==> config.mk <==
export PLATFORM = sky130hd
export DESIGN_NAME = tia_d1_phase_seq
export DESIGN_NICKNAME = d
export VERILOG_FILES = /design/src/rtl/tia_d1_phase_seq.sv
export SDC_FILE = /design/constraint.sdc
export NUM_CORES = 1
export LEC_CHECK = 0
export ABC_CLOCK_PERIOD_IN_PS = 2500
export BUFFER_PORTS_ARGS = -buffer_cell sky130_fd_sc_hd__buf_2
export CORE_MARGIN = 2
export CORE_UTILIZATION = 45
export DETAILED_ROUTE_END_ITERATION = 7
export GPL_ROUTABILITY_DRIVEN = 0
export GPL_TIMING_DRIVEN = 0
export PLACE_DENSITY = 0.65
export SLEW_MARGIN = 0
export SYNTH_ARGS = -nofsm -noshare
export SYNTH_HDL_FRONTEND = slang
export SYNTH_SLANG_ARGS = --single-unit
export TNS_END_PERCENT = 1
==> constraint.sdc <==
create_clock -name clk -period 2.5 [get_ports clk]
set_clock_uncertainty 0.2 [all_clocks]
set_input_delay 0.5 -clock clk [delete_from_list [all_inputs] [get_ports clk]]
set_output_delay 0.5 -clock clk [all_outputs]
set_load 0.01 [all_outputs]
==> src/rtl/tia_d1_phase_seq.sv <==
`default_nettype none
// ============================================================================
// Module   : tia_d1_phase_seq
// Brief    : Two-phase non-overlapping s1/s2 strobe sequencer for D1 chains.
//            Counts completed shift steps modulo PERIOD, pulses wrap on
//            roll-over and honours a synchronous restart (sync).
// Revision : 1.0  initial release
// ============================================================================
module tia_d1_phase_seq #(
  parameter int PH_W   = 1,
  parameter int GAP_W  = 1,
  parameter int PERIOD = 57,
  parameter int CNT_W  = 6
) (
  input  logic             clk,
  input  logic             reset_n,
  input  logic             en,
  input  logic             sync,
  output logic             s1,
  output logic             s2,
  output logic [CNT_W-1:0] count,
  output logic             wrap,
  output logic             busy
);

  typedef enum logic [2:0] {
    ST_IDLE = 3'd0,
    ST_P1   = 3'd1,
    ST_G1   = 3'd2,
    ST_P2   = 3'd3,
    ST_G2   = 3'd4
  } state_t;

  localparam logic [3:0]       c_ph_last  = 4'(PH_W - 1);
  localparam logic [3:0]       c_gap_last = 4'(GAP_W - 1);
  localparam logic [CNT_W-1:0] c_cnt_last = CNT_W'(PERIOD - 1);
  localparam logic [CNT_W-1:0] c_cnt_one  = CNT_W'(1);

  state_t             r_state;
  state_t             w_state_nxt;
  logic [3:0]         r_timer;
  logic [3:0]         w_timer_nxt;
  logic [CNT_W-1:0]   r_count;
  logic [CNT_W-1:0]   w_count_nxt;
  logic               r_pend;
  logic               w_pend_nxt;
  logic               r_wrap;
  logic               w_wrap_nxt;
  logic               r_s1;
  logic               r_s2;
  logic               r_busy;

  // Next-state, phase timer, step counter and restart bookkeeping.
  always_comb begin
    w_state_nxt = r_state;
    w_timer_nxt = r_timer;
    w_count_nxt = r_count;
    w_wrap_nxt  = 1'b0;
    // A sync seen in this very cycle counts as pending, so a sync that
    // coincides with a step end (or a would-be wrap) takes effect at once.
    w_pend_nxt  = r_pend | sync;
    case (r_state)
      ST_IDLE: begin
        w_timer_nxt = 4'd0;
        if (w_pend_nxt) begin
          w_count_nxt = '0;
          w_pend_nxt  = 1'b0;
        end
        if (en) begin
          w_state_nxt = ST_P1;
        end
      end
      ST_P1: begin
        if (r_timer == c_ph_last) begin
          w_timer_nxt = 4'd0;
          w_state_nxt = ST_G1;
        end else begin
          w_timer_nxt = r_timer + 4'd1;
        end
      end
      ST_G1: begin
        if (r_timer == c_gap_last) begin
          w_timer_nxt = 4'd0;
          w_state_nxt = ST_P2;
        end else begin
          w_timer_nxt = r_timer + 4'd1;
        end
      end
      ST_P2: begin
        if (r_timer == c_ph_last) begin
          w_timer_nxt = 4'd0;
          w_state_nxt = ST_G2;
        end else begin
          w_timer_nxt = r_timer + 4'd1;
        end
      end
      ST_G2: begin
        if (r_timer == c_gap_last) begin
          // Step boundary: the only place count moves and en is sampled.
          w_timer_nxt = 4'd0;
          if (w_pend_nxt) begin
            w_count_nxt = '0;
            w_pend_nxt  = 1'b0;
          end else if (r_count == c_cnt_last) begin
            w_count_nxt = '0;
            w_wrap_nxt  = 1'b1;
          end else begin
            w_count_nxt = r_count + c_cnt_one;
          end
          w_state_nxt = en ? ST_P1 : ST_IDLE;
        end else begin
          w_timer_nxt = r_timer + 4'd1;
        end
      end
      default: begin
        w_state_nxt = ST_IDLE;
        w_timer_nxt = 4'd0;
      end
    endcase
  end

  // State register; strobes and busy are decoded from the next state so
  // that every output leaves a flop with no gating in front of the pins.
  always_ff @(posedge clk or negedge reset_n) begin
    if (!reset_n) begin
      r_state <= ST_IDLE;
      r_timer <= 4'd0;
      r_count <= '0;
      r_pend  <= 1'b0;
      r_wrap  <= 1'b0;
      r_s1    <= 1'b0;
      r_s2    <= 1'b0;
      r_busy  <= 1'b0;
    end else begin
      r_state <= w_state_nxt;
      r_timer <= w_timer_nxt;
      r_count <= w_count_nxt;
      r_pend  <= w_pend_nxt;
      r_wrap  <= w_wrap_nxt;
      r_s1    <= (w_state_nxt == ST_P1);
      r_s2    <= (w_state_nxt == ST_P2);
      r_busy  <= (w_state_nxt != ST_IDLE);
    end
  end

  assign s1    = r_s1;
  assign s2    = r_s2;
  assign count = r_count;
  assign wrap  = r_wrap;
  assign busy  = r_busy;

endmodule
`default_nettype wire

* Word-level counts from Yosys, hierarchy flattened *
Cells that the tools add are included.

storage, ports and cells
  bits of input ports = 4
  logic and storage cells = 46
  register bits after elaboration = 18

operators by class
  add/subtract/negate cells = 2
  reductions and logical operators = 6
  equal/unequal tests = 9
  mux-type cells = 20
  bitwise gates (word level) = 1

operators by type and width
  cell                 count
  $mux 6               4
  $mux 3               5
  $pmux 3 s5           1
  $pmux 6 s2           1
  $eq 3x2->1 const B   3
  $mux 4               2
  $add 6x1->6 const B  1
  $eq 3x1->1 const B   2
  $eq 6x6->1 const B   1
  $mux 1               6
  $add 4x1->4 const B  1
  $logic_not 4->1      1
  $ne 2x2->1 const B   2
  $reduce_or 4->1      1
  $eq 3x3->1 const B   1
  $logic_not 3->1      1
  $reduce_and 3->1     1
  $reduce_bool 3->1    1
  $pmux 1 s2           1
  $reduce_bool 2->1    1
  $or 1x1->1           1

* Depth between registers and ports, before layout *
  depth after elaboration = 5
  mapped depth = 6
  depth with buffers taken out = 6

* Worst setup path before layout *
No wires, ideal clock.

  kind = reg2reg
  start = reg r_timer[0]
  end = reg r_count[4] (netlist: count[4])
  path buffers = 0
  arrival time = 1.851 ns
  library setup time = 0.092 ns
  clock period less this slack = 2.143 ns
  stages on the path, launching flop included = 7
  slack = 0.357 ns
  cells stage by stage = dfrtp_1 > inv_1 > ha_1 > or3b_4 > a2111o_1 > or2_1 > o31ai_2

between the ends
  cells in the longest elaborated chain, start to end = 3

ends and longest elaborated chain
  element                     line  RTL
  start: declaration          41    logic [3:0] r_timer;
  start signal: assignment    136   r_timer <= w_timer_nxt;
  $logic_not 4->1             98    if (r_timer == c_gap_last) begin
  $ne 2x2->1 (no line)        --
  $reduce_and 3->1 (no line)  --
  end signal: assignment      137   r_count <= w_count_nxt;
  end: declaration            43    logic [CNT_W-1:0] r_count;

Every way passes these cells.
A chain may end at the register's enable or synchronous reset.

* Worst setup path after layout *
Ends and elaborated chain as after synthesis.

==> summary.txt <==
outcome: finished clean
Area Growth Syn to Fin: 16.3%
Layout Cells excl Fill: 136
syn avg cell area: 10.1 um^2
post-synthesis compound-gate area fraction: 15.9%
slowest stage delay, CP: 0.48 ns
fin util: 55.2%
top-count cell post-synth: dfrtp_1
gr ovfl total: 0
dominant cell type by area after synthesis: dfrtp_1
CTS tree: done
CP max FO: 4
CTS Buf Count: 3
Max Cap Viol: 0
Worst Setup End Kind: flip-flop
clock latency on the worst-skew pair: 0.29 ns
post-synthesis simple-gate area fraction: 21.6%
diode count: 0
worst hold path class: reg -> reg
Post-DP HPWL: 1.25 mm
Yosys top cell area share: 48.8%
die height: 49.3 um
Synth Area in XOR/XNOR: 3.80%
syn_nets: 99
CTS Buffer Depth: 2
portion of netlist area occupied by mux cells: 0%
Tmin final: 2.30 ns
Synth Register Bits: 18
synth top area cells: dfrtp_1 (49%), ha_1 (5.4%), nor3_1 (3.8%), nor2_1 (3.7%), inv_1 (3.3%)
RSZ-0062 raised after global routing: no
FMAX: 434 MHz
initial antenna violation count: 0
number of I/O port buffers: 13
final-report max-slew violation count: 0
Critical Path Start Type: flip-flop
Post-CTS Setup Inserts: 0
Initial Util: 47.5%
DR WL/cell: 12.9 um
Adder-Cell Fraction of Synth Area: 5.43%
CP Cell Sequence: inv_1, ha_1, or3b_4, a2111o_1, or2_1, o31ai_2
Period Utilization, post-route: 92.1%
Peak VDD IR: 0.541 mV
Row Count: 16
Syn. warnings: 0
number of global-route vias before repair: 736
delay-heaviest family, CP: simple AND/OR/NAND/NOR gates
ys flop type: dfrtp_1
I/O pin count: 14
nets: 118
main combinational cell family by area after synthesis: simple AND/OR/NAND/NOR gates
Reg clk slew, reported paths: 0.10 ns
CP Class: reg -> reg
Sink Count: 18
total negative slack: 0 ns
drt initial violations: 4
Core Area: 1940 um^2
CP arrival: 2.31 ns
final number of setup-violating endpoints: 0
Detail Route Antenna Nets: 0
Hold Fails Final Rpt: 0
Root Driver: clkbuf_4
Leak: 0.501 nW
Syn Inst Count: 91
Post-synth EDFFs: 0
Detailed Routing Iterations Pass 1: 4
number of fill cells: 200
placed cell count: 131
drt drc: 0
All-Layer GR Usage: 16.9%
WP data required: 2.50 ns
relative slew slack: 68.5%
first-pass GRT wire length: 3.12 mm
Async S/R FF share, synth: 100%
worst-margin pin slew: 0.470 ns
H-tree depth: 1
Die ar.: 2430 um^2
CP bufs+invs: 1
PD cells: 839 nW/um^2
Power, Total: 0.899 mW
via count: 729
final WL: 1.75 mm
mapped cell area: 922 um^2
share of the yosys chip area belonging to registers: 48.8%
largest net degree at the start of global routing: 19
slowest CP cell: a2111o_1
vias per cell: 5.36
die span in x: 49.3 um
commonest cells in the netlist: dfrtp_1 (18), nor2_1 (9), inv_1 (8), nor3_1 (7)
Synth cell types: 30
layout cell share with drive strength beyond 1: 20.2%
## power breakdown
part           internal (mW)  leakage (nW)  switching (mW)  total, mW
clock                 0.0887        0.0210          0.0866      0.175
combinational          0.137         0.240           0.223      0.361
sequential             0.344         0.240          0.0188      0.363
## worst paths after layout
path | start | endpoint | slack (ns) | depth (start not counted)
min reg2reg | r_timer[0]$_DFF_PN0_ | r_timer[0]$_DFF_PN0_ | 0.31 | 1
max in group asynchronous | reset_n | count[0]$_DFFE_PN0P_ | 1.34 | 2
min | r_timer[0]$_DFF_PN0_ | r_timer[0]$_DFF_PN0_ | 0.31 | 1
max | r_timer[0]$_DFF_PN0_ | count[4]$_DFFE_PN0P_ | 0.20 | 6
min in group asynchronous | reset_n | r_timer[3]$_DFF_PN0_ | 0.47 | 2
max reg2reg | r_timer[0]$_DFF_PN0_ | count[4]$_DFFE_PN0P_ | 0.20 | 6
## metrics by stage
stage / hold WS, ns / area (um^2) / worst slack [ns]
3_3_place_gp: 0.247 / 1020 / 0.195
6_report: 0.309 / 1070 / 0.198
2_1_floorplan: 0.00441 / 922 / 0.357
5_1_grt: 0.362 / 1070 / 0.0646
3_5_place_dp: 0.254 / 1020 / 0.161
4_1_cts: 0.316 / 1070 / 0.124
## sequential cells by signal, indices dropped and copies added, names as in the netlist
register  count
count         6
r_timer       4
r_state       3
busy          1
r_pend        1
s1            1
s2            1
wrap          1
## cells in the final DEF, fill, tap and decap left out, drive strengths merged, types with 2 or more instances in the layout
cell type  instances
buf               13
nand4              2
nand3              4
nor2               9
nor3b              2
clkbuf             7
ha                 4
nor2b              2
xnor2              3
a22o               3
dfrtp             18
o21ai              6
inv                8
nor3               7
nand2              5
or3b               3
## area by class of cell
class	count	area (um^2)	area share, %
sequential	18	450	42.0
multi-input combinational	62	435	40.6
timing repair buffer	14	75.1	7.00
clock buffer	4	36.3	3.38
tap	27	33.8	3.15
inverter	8	30.0	2.80
buffer	3	11.3	1.05
## worst register-to-register path: cells and delay by family (launching register included)
kind                       cells  cell delay, ns
DFF                            1            0.42
and+or+nand+nor                2            0.69
buffers and inverters          1            0.07
adders and majority gates      1            0.18
AOI/OAI and AO/OA              2            0.66
## logic make-up (layout without fill, tap and decap cells)
kind of cell | Yosys count | count (layout)
simple gates | 37 | 37
xor+xnor | 4 | 4
fa+ha+maj | 4 | 4
flops | 18 | 18
buf+inv | 11 | 29
compound gates | 17 | 17
## per-layer routing
metal	track usage (%)	part of all wire (%)	vias to the layer above
met5	0	0	-
met4	10.0	1.7	0
met3	3.07	3.0	4
met2	27.7	51	18
met1	20.6	44	349
li1	-	-	358
## what timing repair did
item,CTS,global route
setup endpoints to repair,0,1
hold endpoints to repair,18,0
hold buffers,1,0
gates resized for setup,0,1
Note: power is estimated with default switching activity, not from simulation.
